**src/rtl/mod_bus_collector.sv**
```systemverilog
// Write-bus collector: gathers busW-wide write beats into one plaintxtL word
// (or a single zero-extended flags beat) and presents it to a downstream demux.
module mod_bus_collector #(
    parameter int nAddr     = 2,
    parameter int busW      = 32,
    parameter int plaintxtL = 128
) (
    input  logic                 clk,
    input  logic                 rst,
    input  logic                 wr_en,
    input  logic [nAddr-1:0]     wr_addr,
    input  logic [busW-1:0]      wr_data,
    output logic                 wr_ready,
    output logic                 out_valid,
    input  logic                 out_ready,
    output logic [nAddr-1:0]     out_addr,
    output logic [plaintxtL-1:0] out_data,
    output logic                 err
);

    localparam int NBEATS = plaintxtL / busW;
    localparam int CW     = (NBEATS > 1) ? $clog2(NBEATS) : 1;
    localparam logic [nAddr-1:0] A_FLAGS = '0;
    localparam logic [nAddr-1:0] A_DATA  = nAddr'(1);

    typedef enum logic [1:0] {IDLE, COLLECT, PRESENT} state_t;

    state_t               r_state, w_state_nxt;
    logic [CW-1:0]        r_cnt, w_cnt_nxt;
    logic [plaintxtL-1:0] r_data, w_data_nxt;
    logic [nAddr-1:0]     r_addr, w_addr_nxt;
    logic                 r_err, w_err_nxt;

    always_ff @(posedge clk) begin
        if (rst) begin
            r_state <= IDLE;
            r_cnt   <= '0;
            r_data  <= '0;
            r_addr  <= '0;
            r_err   <= 1'b0;
        end else begin
            r_state <= w_state_nxt;
            r_cnt   <= w_cnt_nxt;
            r_data  <= w_data_nxt;
            r_addr  <= w_addr_nxt;
            r_err   <= w_err_nxt;
        end
    end

    always_comb begin
        w_state_nxt = r_state;
        w_cnt_nxt   = r_cnt;
        w_data_nxt  = r_data;
        w_addr_nxt  = r_addr;
        w_err_nxt   = 1'b0;
        case (r_state)
            IDLE: begin
                if (wr_en) begin
                    if (wr_addr == A_FLAGS) begin
                        w_data_nxt              = '0;
                        w_data_nxt[busW-1:0]    = wr_data;
                        w_addr_nxt              = A_FLAGS;
                        w_cnt_nxt               = '0;
                        w_state_nxt             = PRESENT;
                    end else if (wr_addr == A_DATA) begin
                        // Upper beats are cleared so nothing stale survives a new word
                        w_data_nxt              = '0;
                        w_data_nxt[busW-1:0]    = wr_data;
                        w_addr_nxt              = A_DATA;
                        w_cnt_nxt               = CW'(1);
                        w_state_nxt             = COLLECT;
                    end else begin
                        w_err_nxt               = 1'b1;
                    end
                end
            end
            COLLECT: begin
                if (wr_en) begin
                    if (wr_addr == A_DATA) begin
                        w_data_nxt[int'(r_cnt)*busW +: busW] = wr_data;
                        if (r_cnt == CW'(NBEATS-1)) begin
                            w_cnt_nxt   = '0;
                            w_state_nxt = PRESENT;
                        end else begin
                            w_cnt_nxt   = r_cnt + CW'(1);
                        end
                    end else if (wr_addr == A_FLAGS) begin
                        // Partial word is abandoned; the flags beat still goes out
                        w_err_nxt               = 1'b1;
                        w_data_nxt              = '0;
                        w_data_nxt[busW-1:0]    = wr_data;
                        w_addr_nxt              = A_FLAGS;
                        w_cnt_nxt               = '0;
                        w_state_nxt             = PRESENT;
                    end else begin
                        w_err_nxt               = 1'b1;
                        w_cnt_nxt               = '0;
                        w_state_nxt             = IDLE;
                    end
                end
            end
            PRESENT: begin
                if (out_ready) begin
                    w_cnt_nxt   = '0;
                    w_state_nxt = IDLE;
                end
            end
            default: begin
                w_cnt_nxt   = '0;
                w_state_nxt = IDLE;
            end
        endcase
    end

    assign wr_ready  = (r_state != PRESENT);
    assign out_valid = (r_state == PRESENT);
    assign out_addr  = r_addr;
    assign out_data  = r_data;
    assign err       = r_err;

endmodule

```
**config.mk**
```make
export PLATFORM = sky130hd
export DESIGN_NAME = mod_bus_collector
export DESIGN_NICKNAME = d
export VERILOG_FILES = /design/src/rtl/mod_bus_collector.sv
export SDC_FILE = /design/constraint.sdc
export NUM_CORES = 1
export LEC_CHECK = 0
export ABC_AREA = 1
export BUFFER_PORTS_ARGS = -buffer_cell sky130_fd_sc_hd__clkbuf_2
export CORE_MARGIN = 5
export CORE_UTILIZATION = 53
export DETAILED_ROUTE_END_ITERATION = 8
export GPL_TIMING_DRIVEN = 0
export PLACE_DENSITY = 0.86
export SKIP_CTS_REPAIR_TIMING = 1
export SLEW_MARGIN = 40
export SYNTH_ARGS = -nofsm -noshare
export SYNTH_HDL_FRONTEND = slang
export SYNTH_SLANG_ARGS = --single-unit
```
**constraint.sdc**
```tcl
create_clock -name clk -period 2.08 [get_ports clk]
set_input_delay 0.416 -clock clk [delete_from_list [all_inputs] [get_ports clk]]
set_output_delay 0.416 -clock clk [all_outputs]
set_load 0.02 [all_outputs]
```
# Word-level counts from Yosys, hierarchy flattened
# Cells that the tools add are included.
# W data, S select, Z words.
classes:
  addsub: 2
  n_mul: 0
  div: 0
  order_cmp: 0
  eq_ne: 13
  n_shift: 2
  muxes: 32
  bitwise_logic: 0
  reduce_logical: 7
op_table:
  columns: ["operator", "count"]
  rows:
  - ["$mux W128", 6]
  - ["$pmux W128 S2", 1]
  - ["$bwmux W128", 1]
  - ["$shift A32 B33 Y128 const A", 1]
  - ["$shiftx A32 B33 Y128", 1]
  - ["$neg A7 Y33", 1]
  - ["$mux W2", 16]
  - ["$pmux W2 S3", 2]
  - ["$ne A2 B2 Y1 const B", 5]
  - ["$reduce_and A5 Y1", 2]
  - ["$ne A3 B3 Y1 const B", 3]
  - ["$reduce_and A6 Y1", 1]
  - ["$eq A2 B1 Y1 const B", 2]
  - ["$eq A2 B2 Y1 const B", 2]
  - ["$logic_not A2 Y1", 2]
  - ["$mux W1", 4]
  - ["$pmux W2 S2", 1]
  - ["$reduce_and A4 Y1", 1]
  - ["$add A2 B1 Y2 const B", 1]
  - ["$ne A2 B1 Y1 const B", 1]
  - ["$pmux W1 S2", 1]
  - ["$reduce_bool A2 Y1", 1]
totals:
  regBits: 135
  latch_bits: 0
  ramBits: 0
  rom_bits: 0
  output_inout_bits: 133
  word_cells: 61
  mem_count: 0

# Depth between registers and ports, before layout
# Gate-level depths: netlist of run 1.
depth:
  word_depth: 6
  mapped_depth: 10
  ltp_nobuf: 9

# Worst setup path before layout of run 1
# Ideal clock, no wire load.
synth_timing:
  kind: "register to register"
  start: "reg r_cnt[0]"
  end: "reg r_data[40], in the netlist out_data[40]"
  t_arrival_ns: 1.648
  setup_slack_ns: 0.316
  stages_incl_launch_ff: 9
  cell_sequence: "dfxtp_1 > inv_1 > ha_1 > buf_4 > nand2_1 > clkbuf_1 > nor2_1 > a21oi_1 > nor2_1"
synth_between:
  elab_chain_len: 6
synth_rtl:
  columns: ["item", "line", "rtl"]
  rows:
  - ["start: declaration", "29", "logic [CW-1:0] r_cnt, w_cnt_nxt;"]
  - ["start signal: assignment", "43", "r_cnt <= w_cnt_nxt;"]
  - ["$neg A7 Y33 *", "80", "w_data_nxt[int'(r_cnt)*busW +: busW] = wr_data;"]
  - ["$shiftx A32 B33 Y128 / $shift A32 B33 Y128 (equally long branches)", "80", null]
  - ["$bwmux W128 *", "80", null]
  - ["$mux W128 *", "79", "if (wr_addr == A_DATA) begin"]
  - ["$mux W128 *", "78", "if (wr_en) begin"]
  - ["$pmux W128 S2 *", "56", "case (r_state)"]
  - ["end signal: assignment", "44", "r_data <= w_data_nxt;"]
  - ["end: declaration", "30", "logic [plaintxtL-1:0] r_data, w_data_nxt;"]
# Mark *: on every way between the ends. The rest lies on a longest branch, timed or not. The select of a mux whose other input is x is not followed.
# A chain may end at the register's enable or synchronous reset.

# Worst setup path after layout of run 1
layout_timing:
  start: "reg r_cnt[0]"
  end: "reg r_data[14], in the netlist out_data[14]"
# The elaborated chain is that of the path after synthesis.

==> results.json, run 1 <==
{
  "status": "finished, final reports clean",
  "synthCells": 934,
  "ir_drop_uv": 944,
  "fin_crit_sh": 0.925,
  "tns_ps": 0,
  "timing_worst_setup_path_type": "reg2reg",
  "grt_use_total": 0.264,
  "cts.htree.levels": 4,
  "first_pass_iters": 6,
  "synth-compound-area-share": 0.105,
  "synth_edf_count": 0,
  "critPathMaxStageDelay_ps": 400,
  "worst_slack_ps": 156,
  "cp-end-kind": "register",
  "yosysTopAreaCell": "dfxtp_1",
  "synthAdderAreaFrac": 0.0121,
  "dp_slack_ps": -9.09,
  "finalClockSkew_ps": 7.90,
  "max_freq_mhz": 520,
  "detail_route.vias_per_cell": 5.11,
  "syn-cell-area_sq_mm": 0.00619,
  "cts.sinks": 134,
  "r2r_start": "r_cnt[0]$_SDFFE_PP0P_",
  "vias": 6536,
  "first_global_vias": 5953,
  "initial_core_util": 0.542,
  "grt_use_met1": 0.337,
  "power_per_cell_area_mw_per_mm2": 976,
  "placed_cells": 1246,
  "synthDistinctLibCells": 29,
  "antenna_cells": 0,
  "synthSimpleGateAreaFrac": 0.366,
  "ys.flop_type": "dfxtp_1",
  "post_drt_wl_per_cell_um": 14.8,
  "grt_max_degree": 17,
  "grt-busiest-layer": "met2",
  "io_pins": 171,
  "dieArea_sq_mm": 0.0139,
  "core_area_sq_mm": 0.0114,
  "hpwlAfterDp_um": 14100,
  "slew_viol_final": 0,
  "r2r_end": "out_data[14]$_SDFFE_PP0P_",
  "synth_top_area_share": 0.433,
  "clock_latency_ps": 420,
  "clk_pin_slew_ps": 60,
  "final_nets": 1166,
  "worstPathArrival_ps": 2270,
  "maxCapViolations": 0,
  "first_iter_violations": 580,
  "final_antenna_net_count": 0,
  "worstPathCellList": "inv_1, ha_1, buf_4, nor2_1, nand3_1, nand2_1, buf_4, nand3_1, a21oi_1",
  "numCtsBuffers": 17,
  "hold-path-endpoint": "out_data[0]$_SDFFE_PP0P_",
  "finalSetupViolCount": 0,
  "crit_slowest_cell": "dfxtp_2",
  "synthMuxAreaShare": 0,
  "clock_path_buffers": 2,
  "synth_top_family_by_area": "simple AND/OR/NAND/NOR gates",
  "ys_seq_area_frac": 0.433,
  "ys_seq_elements": 134,
  "synth-xor-area-share": 0,
  "cts_tree": "yes",
  "r2r_cells": 9,
  "synth.area.top_cells": "dfxtp_1, nor2_1, nand2_1",
  "cp-start-kind": "register",
  "hold_depth": 3,
  "post_layout_nonfiller_instances": 1278,
  "drc": 0,
  "min-delay-start": "wr_data[0]",
  "numPortBuffers": 169,
  "leakagePower_uw": 0.00371,
  "synthArstFlopShare": 0,
  "relSlewSlack": 0.620,
  "syn_avg_cell_area_sq_um": 6.63,
  "die_w_um": 118,
  "gp_congestion": 0.957,
  "tightest_slew_ps": 571,
  "antenna_found_initial": 0,
  "worstPathMaxFanout": 10,
  "fp.dieH_um": 118,
  "fin_crit_ps": 1920,
  "hold_violations": 0,
  "use_met2": 0.429,
  "rsz0062_at_grt": "false",
  "grt_pass1_wl_um": 30000,
  "fin_util": 0.688,
  "fin_hold_ws_ps": 279,
  "core.rowCount": 39,
  "ys_warn_count": 0,
  "hold_path.class": "in2reg",
  "drive_gt1_frac": 0.232,
  "clock-root-buffer": "clkbuf_16",
  "routed_wl_um": 19000,
  "reg2reg_slack_ps": 160,
  "worstPathRequired_ps": 2420,
  "use_met3": 0.0697,
  "syn_nets": 978,
  "syn_to_final_growth_pct": 27.0,
  "globalRouteOverflowTotal": 0
}
## metrics by stage
| stage | total power (uW) | instance area [sq um] |
|---|---|---|
| 4_1_cts | 7660 | 7850 |
| 6_report | 7670 | 7860 |
| 3_3_place_gp | 4460 | 7210 |
| 5_1_grt | 7980 | 7860 |
| 3_5_place_dp | 4490 | 7210 |
| 2_1_floorplan | 3990 | 6190 |
## area by class of cell
class	instances	area (sq um)
multi-input combinational	683	3000
tap	143	179
inverter	54	205
timing repair buffer	169	846
clock buffer	19	453
clock inverter	13	179
buffer	63	320
fill	995	3560
sequential	134	2680
## critical path, delay by kind of cell, from the launching register on
family	cells	cell delay, ps
adders and majority gates	1	320
buffers and inverters	3	500
AOI/OAI and AO/OA	1	160
DFF	1	400
and+or+nand+nor	4	450
## how the worst max path moves through the flow
stage,from,endpoint,slack [ps],cells after the start
2_1_floorplan,r_cnt[0]$_SDFFE_PP0P_,out_data[40]$_SDFFE_PP0P_,320,8
3_3_place_gp,r_cnt[0]$_SDFFE_PP0P_,out_data[48]$_SDFFE_PP0P_,40,8
3_5_place_dp,r_cnt[0]$_SDFFE_PP0P_,out_data[93]$_SDFFE_PP0P_,-9,10
4_1_cts,r_cnt[0]$_SDFFE_PP0P_,out_data[93]$_SDFFE_PP0P_,-40,10
5_1_grt,r_cnt[0]$_SDFFE_PP0P_,out_data[14]$_SDFFE_PP0P_,20,9
6_report,r_cnt[0]$_SDFFE_PP0P_,out_data[14]$_SDFFE_PP0P_,160,9
## power by group
group	internal [uW]	total [uW]	switching (uW)
Combinational	464	1560	1090
Clock	2060	3200	1140
Sequential	2790	2910	129
Total	5310	7670	2360
## layer usage
layer  share of wire  wire, um
met5               0         0
met4           0.021       393
met3           0.079      1500
met2            0.47      8930
met1            0.43      8150
## registers in the layout, summed over array words and instances, names as in the netlist
| signal | cells |
|---|---|
| err | 1 |
| out_addr | 1 |
| out_data | 128 |
| r_cnt | 2 |
| r_state | 2 |
## cell usage after synthesis, types with 3 or more instances
| cell | count |
|---|---|
| clkbuf_1 | 23 |
| ha_1 | 6 |
| buf_4 | 5 |
| nand3_1 | 80 |
| o21ai_0 | 32 |
| nor2_1 | 241 |
| nand2_1 | 219 |
| inv_2 | 3 |
| nand3b_1 | 4 |
| o21ai_1 | 3 |
| a21oi_1 | 80 |
| buf_2 | 29 |
| buf_1 | 4 |
| o21ai_2 | 4 |
| inv_1 | 50 |
| dfxtp_1 | 134 |
## cell families (layout without fill, tap and decap cells)
logic type      after synthesis  after routing
flops                       134            134
compound gates              123            123
simple gates                553            553
buf+inv                     117            318
fa+ha+maj                     6              6
other cells                   1              1
## cells in the final DEF, fill, tap and decap left out, drive strengths merged
cell and count:
a21oi 83, bufinv 4, nand3 81, clkinvlp 4, nor3 2, ha 6
a211oi 1, o21ai 39, dfxtp 134, nor2 245, clkbuf 212, inv 54
clkinv 5, nand3b 4, nand2 221, buf 39, conb 1
No activity file was read; power rests on OpenSTA's default activity.
==> inputs of run 2 (changes only) <==
--- a/config.mk
+++ b/config.mk
@@ -11,7 +11,7 @@
 export CORE_UTILIZATION = 53
 export DETAILED_ROUTE_END_ITERATION = 8
 export GPL_TIMING_DRIVEN = 0
-export PLACE_DENSITY = 0.86
+export PLACE_DENSITY_LB_ADDON = 0.2
 export SKIP_CTS_REPAIR_TIMING = 1
 export SLEW_MARGIN = 40
 export SYNTH_ARGS = -nofsm -noshare
==> results.json, run 2 (same netlist as run 1, synthesis figures left out) <==
{
  "cp_num_buf_inv": 3,
  "hold_path.class": "in2reg",
  "worstPathMaxFanout": 10,
  "grt_pass1_wl_um": 30600,
  "first_pass_iters": 5,
  "worstPathArrival_ps": 2300,
  "crit_family": "buffers and inverters",
  "fp.dieH_um": 118,
  "clock_latency_ps": 430,
  "hpwlAfterDp_um": 14200,
  "worstPathCellList": "inv_1, ha_1, buf_4, nand2_1, clkbuf_2, nor2_1, a21oi_1, nor2_1",
  "clk_pin_slew_ps": 60,
  "first_iter_violations": 499,
  "clock-root-buffer": "clkbuf_16",
  "tightest_slew_ps": 600,
  "antenna_found_initial": 0,
  "final_common_cell": "nor2_1",
  "initial_core_util": 0.542,
  "switchingPower_uw": 2380,
  "leakagePower_uw": 0.00373,
  "drc": 0,
  "fillers": 1031,
  "post_drt_wl_per_cell_um": 14.9,
  "final_nets": 1166,
  "combPwrFrac": 0.197,
  "seqPwrFrac": 0.368,
  "cts_tree": "yes",
  "hold_violations": 0,
  "max_freq_mhz": 505,
  "antenna_cells": 0,
  "critPathMaxStageDelay_ps": 410,
  "cts.sinks": 134,
  "rsz0062_at_grt": "false",
  "ir_drop_uv": 784,
  "largest_reg_flops": 128,
  "grt_use_total": 0.270,
  "first_global_vias": 6057,
  "status": "finished, final reports clean",
  "placed_cells": 1246,
  "syn_to_final_growth_pct": 27.8,
  "dieArea_sq_mm": 0.0139,
  "numPortBuffers": 169,
  "globalRouteOverflowTotal": 0,
  "worst_slack_ps": 99.5,
  "final_antenna_net_count": 0,
  "vias": 6533,
  "slew_viol_final": 0,
  "timing_worst_setup_path_type": "reg2reg",
  "power_per_cell_area_mw_per_mm2": 1000,
  "fin_crit_ps": 1980,
  "grt_max_degree": 17,
  "die_w_um": 118,
  "cts.htree.levels": 4,
  "path_common_cell": "nor2_1",
  "relSlewSlack": 0.600,
  "core.rowCount": 39,
  "tns_ps": 0,
  "gp_congestion": 0.949,
  "drive_gt1_frac": 0.232,
  "numCtsBuffers": 17,
  "crit_slowest_cell": "dfxtp_2",
  "fin_crit_sh": 0.952,
  "finalClockSkew_ps": 5.64,
  "core_area_sq_mm": 0.0114,
  "internal_power_uw": 5550,
  "sw_frac_of_total": 0.300,
  "detail_route.vias_per_cell": 5.11,
  "io_pins": 171,
  "finalSetupViolCount": 0,
  "worstPathRequired_ps": 2400,
  "dp_slack_ps": -55.1,
  "maxCapViolations": 0,
  "routed_wl_um": 19100,
  "post_layout_nonfiller_instances": 1278,
  "cp-start-kind": "register",
  "most-common-layout-cells": "nor2_1, nand2_1, clkbuf_2",
  "cp-end-kind": "register",
  "p_clk_frac": 0.436,
  "clock_path_buffers": 2
}
[run 2: final timing paths]
| kind | slack, ps | endpoint | start | cells after the start |
|---|---|---|---|---|
| max | 100 | out_data[50]$_SDFFE_PP0P_ | r_cnt[0]$_SDFFE_PP0P_ | 8 |
| min | 280 | out_data[30]$_SDFFE_PP0P_ | wr_data[30] | 3 |
| max reg2reg | 100 | out_data[50]$_SDFFE_PP0P_ | r_cnt[0]$_SDFFE_PP0P_ | 8 |
| min reg2reg | 470 | out_data[18]$_SDFFE_PP0P_ | out_data[18]$_SDFFE_PP0P_ | 2 |
[run 2: power groups by stage]
stage               combinational (uW)  clock, uW  sequential [uW]
floorplan                          791          0             3200
global placement                  1520          0             2960
detailed placement                1530          0             2960
CTS                               1550       3470             2910
global route                      1730       3590             2940
finish                            1560       3450             2910
[run 2: final cells by class]
class | count | area (sq um) | share of cell area
buffer | 63 | 317 | 0.0400
clock buffer | 19 | 453 | 0.0573
clock inverter | 13 | 226 | 0.0286
inverter | 54 | 205 | 0.0259
multi-input combinational | 683 | 3000 | 0.379
sequential | 134 | 2680 | 0.339
tap | 143 | 179 | 0.0226
timing repair buffer | 169 | 846 | 0.107
[run 2: stage by stage]
stage          hold slack, ps  cell area [sq um]   util  total power (uW)
2_1_floorplan             491               6190      -              3990
3_3_place_gp              451               7210  0.632              4480
3_5_place_dp              457               7210  0.632              4500
4_1_cts                   270               7890  0.691              7930
5_1_grt                   276               7910  0.693              8260
6_report                  278               7910  0.693              7930
[run 2: per-layer routing]
| metal | vias to the layer above | track usage | wire length [um] |
|---|---|---|---|
| met5 | - | 0 | 0 |
| met4 | 0 | 0.0961 | 461 |
| met3 | 37 | 0.0682 | 1620 |
| met2 | 285 | 0.428 | 8680 |
| met1 | 2891 | 0.355 | 8310 |
| li1 | 3320 | - | - |
[run 2: worst min-delay path, delay by kind of cell]
family | cells | cell delay (ps)
buffers and inverters | 1 | 100
and+or+nand+nor | 1 | 80
AOI/OAI and AO/OA | 1 | 50
==> inputs of run 3 (changes only) <==
--- a/config.mk
+++ b/config.mk
@@ -5,11 +5,11 @@
 export SDC_FILE = /design/constraint.sdc
 export NUM_CORES = 1
 export LEC_CHECK = 0
-export ABC_AREA = 1
 export BUFFER_PORTS_ARGS = -buffer_cell sky130_fd_sc_hd__clkbuf_2
 export CORE_MARGIN = 5
-export CORE_UTILIZATION = 53
+export CORE_UTILIZATION = 49
 export DETAILED_ROUTE_END_ITERATION = 8
+export GPL_ROUTABILITY_DRIVEN = 1
 export GPL_TIMING_DRIVEN = 0
 export PLACE_DENSITY_LB_ADDON = 0.2
 export SKIP_CTS_REPAIR_TIMING = 1
==> results.json, run 3 <==
{
  "antenna_found_initial": 0,
  "fin_util": 0.676,
  "tightest_slew_ps": 579,
  "worstSetupStartpoint": "r_cnt[0]$_SDFFE_PP0P_",
  "antenna_cells": 0,
  "hold_path.class": "in2reg",
  "numPortBuffers": 166,
  "synthDistinctLibCells": 36,
  "slew_viol_final": 0,
  "cts_tree": "yes",
  "core.rowCount": 35,
  "timing_worst_setup_path_type": "reg2reg",
  "syn_avg_cell_area_sq_um": 11.4,
  "fin_crit_sh": 0.952,
  "grt_pass1_wl_um": 21000,
  "first_pass_iters": 4,
  "clk_pin_slew_ps": 60,
  "place_area_sq_mm": 0.00568,
  "io_pins": 171,
  "ys_warn_count": 0,
  "vias": 4017,
  "core_area_sq_mm": 0.00928,
  "syn_to_final_growth_pct": 34.0,
  "worstPathCellList": "inv_1, ha_1, and4bb_1, nand4_1, clkbuf_1, o2bb2ai_1",
  "ys.flop_type": "dfxtp_1",
  "routed_wl_um": 13300,
  "first_iter_violations": 152,
  "clock_path_buffers": 2,
  "die_w_um": 108,
  "status": "finished, final reports clean",
  "r2r_start": "r_cnt[0]$_SDFFE_PP0P_",
  "final_area_sq_mm": 0.00628,
  "leakagePower_uw": 0.00278,
  "min-delay-start": "wr_data[26]",
  "finalClockSkew_ps": 8.36,
  "cts.htree.levels": 4,
  "synth_top_area_share": 0.572,
  "drive_gt1_frac": 0.383,
  "globalRouteOverflowTotal": 0,
  "syn_nets": 454,
  "switchingPower_uw": 1430,
  "crit_slowest_cell": "dfxtp_2",
  "initial_core_util": 0.505,
  "drc": 0,
  "cts.sinks": 134,
  "worstPathArrival_ps": 2400,
  "maxCapViolations": 0,
  "ir_drop_uv": 560,
  "numCtsBuffers": 17,
  "fin_crit_ps": 1980,
  "seqPwrFrac": 0.450,
  "ys_seq_area_frac": 0.572,
  "synth.area.top_cells": "dfxtp_1, o2bb2ai_1, a22o_1",
  "synth.most_common_cell": "dfxtp_1",
  "post_drt_wl_per_cell_um": 18.1,
  "relSlewSlack": 0.614,
  "final_common_cell": "clkbuf_2",
  "synthArstFlopShare": 0,
  "ys_seq_elements": 134,
  "grt_use_total": 0.233,
  "clock_latency_ps": 500,
  "finalSetupViolCount": 0,
  "power_per_cell_area_mw_per_mm2": 932,
  "final_nets": 639,
  "cp-end-kind": "register",
  "internal_power_uw": 4420,
  "clock-root-buffer": "clkbuf_8",
  "yosysTopAreaCell": "dfxtp_1",
  "hpwlAfterDp_um": 9730,
  "most-common-layout-cells": "clkbuf_2, dfxtp_1, o2bb2ai_1",
  "final_antenna_net_count": 0,
  "sw_frac_of_total": 0.244,
  "post_layout_nonfiller_instances": 737,
  "synth_edf_count": 0,
  "grt_max_degree": 17,
  "placed_cells": 705,
  "gp_congestion": 0.782,
  "rsz0062_at_grt": "false",
  "first_global_vias": 4100,
  "critPathMaxStageDelay_ps": 420,
  "synthCells": 410,
  "hold_violations": 0,
  "p_clk_frac": 0.483,
  "detail_route.vias_per_cell": 5.45,
  "syn-cell-area_sq_mm": 0.00469,
  "worstPathRequired_ps": 2500,
  "synth_common_cells": "dfxtp_1, o2bb2ai_1, a22o_1, nand2_1, nor2b_1",
  "worstPathMaxFanout": 10,
  "max_freq_mhz": 505,
  "largest_reg_flops": 128,
  "reg2reg_slack_ps": 100,
  "combPwrFrac": 0.067,
  "fp.dieH_um": 108,
  "cp-start-kind": "register",
  "dieArea_sq_mm": 0.0116
}
run 3: per-layer routing:
layer / wire (um) / global-route usage / up-vias
met5: 0 / 0 / -
met4: 133 / 0.0694 / 0
met3: 1070 / 0.0750 / 10
met2: 6430 / 0.380 / 148
met1: 5700 / 0.294 / 1949
li1: - / - / 1910
run 3: critical path, delay by kind of cell, from the launching register on:
kind / cells / cell delay, ps
flip-flops: 1 / 420
adder cells (fa/ha/maj): 1 / 230
buffers and inverters: 2 / 420
AO/OA/AOI/OAI: 1 / 210
AND/OR/NAND/NOR: 2 / 600
run 3: power groups by stage:
stage                     logic, uW  registers [uW]  clock network, uW
after global placement          382            2680                  0
after global routing            429            2630               3020
after detailed placement        389            2690                  0
after floorplan                 200            2720                  0
after CTS                       390            2630               2870
final                           394            2630               2830
run 3: cell families after synthesis:
| logic type | after synthesis | share of synthesized area |
|---|---|---|
| compound gates | 145 | 0.266 |
| buf+inv | 42 | 0.0486 |
| other cells | 1 | 0.000800 |
| flops | 134 | 0.572 |
| fa+ha+maj | 6 | 0.0160 |
| simple gates | 82 | 0.0964 |
run 3: final cells by class:
cell class / count / area (sq um)
buffer: 36 / 218
inverter: 6 / 22.5
multi-input combinational: 234 / 1790
fill: 785 / 3010
clock inverter: 13 / 134
sequential: 134 / 2680
timing repair buffer: 166 / 831
clock buffer: 19 / 442
tap: 129 / 161
run 3: path summary, 6_finish.rpt:
path	endpoint	depth (start not counted)
setup / recovery	out_data[114]$_SDFFE_PP0P_	6
hold / removal	out_data[90]$_SDFFE_PP0P_	2
setup reg to reg	out_data[114]$_SDFFE_PP0P_	6
hold reg to reg	out_data[29]$_SDFFE_PP0P_	1
run 3: per-stage QoR:
| stage | power, uW | setup slack, ps | TNS, ps | hold WS [ps] |
|---|---|---|---|---|
| after CTS | 5890 | -95.2 | -2760 | 148 |
| after floorplan | 2920 | 240 | 0 | 543 |
| after global placement | 3070 | -31.6 | -553 | 444 |
| final | 5850 | 101 | 0 | 171 |
| after detailed placement | 3070 | -80.9 | -2010 | 445 |
| after global routing | 6080 | 2.79 | 0 | 148 |
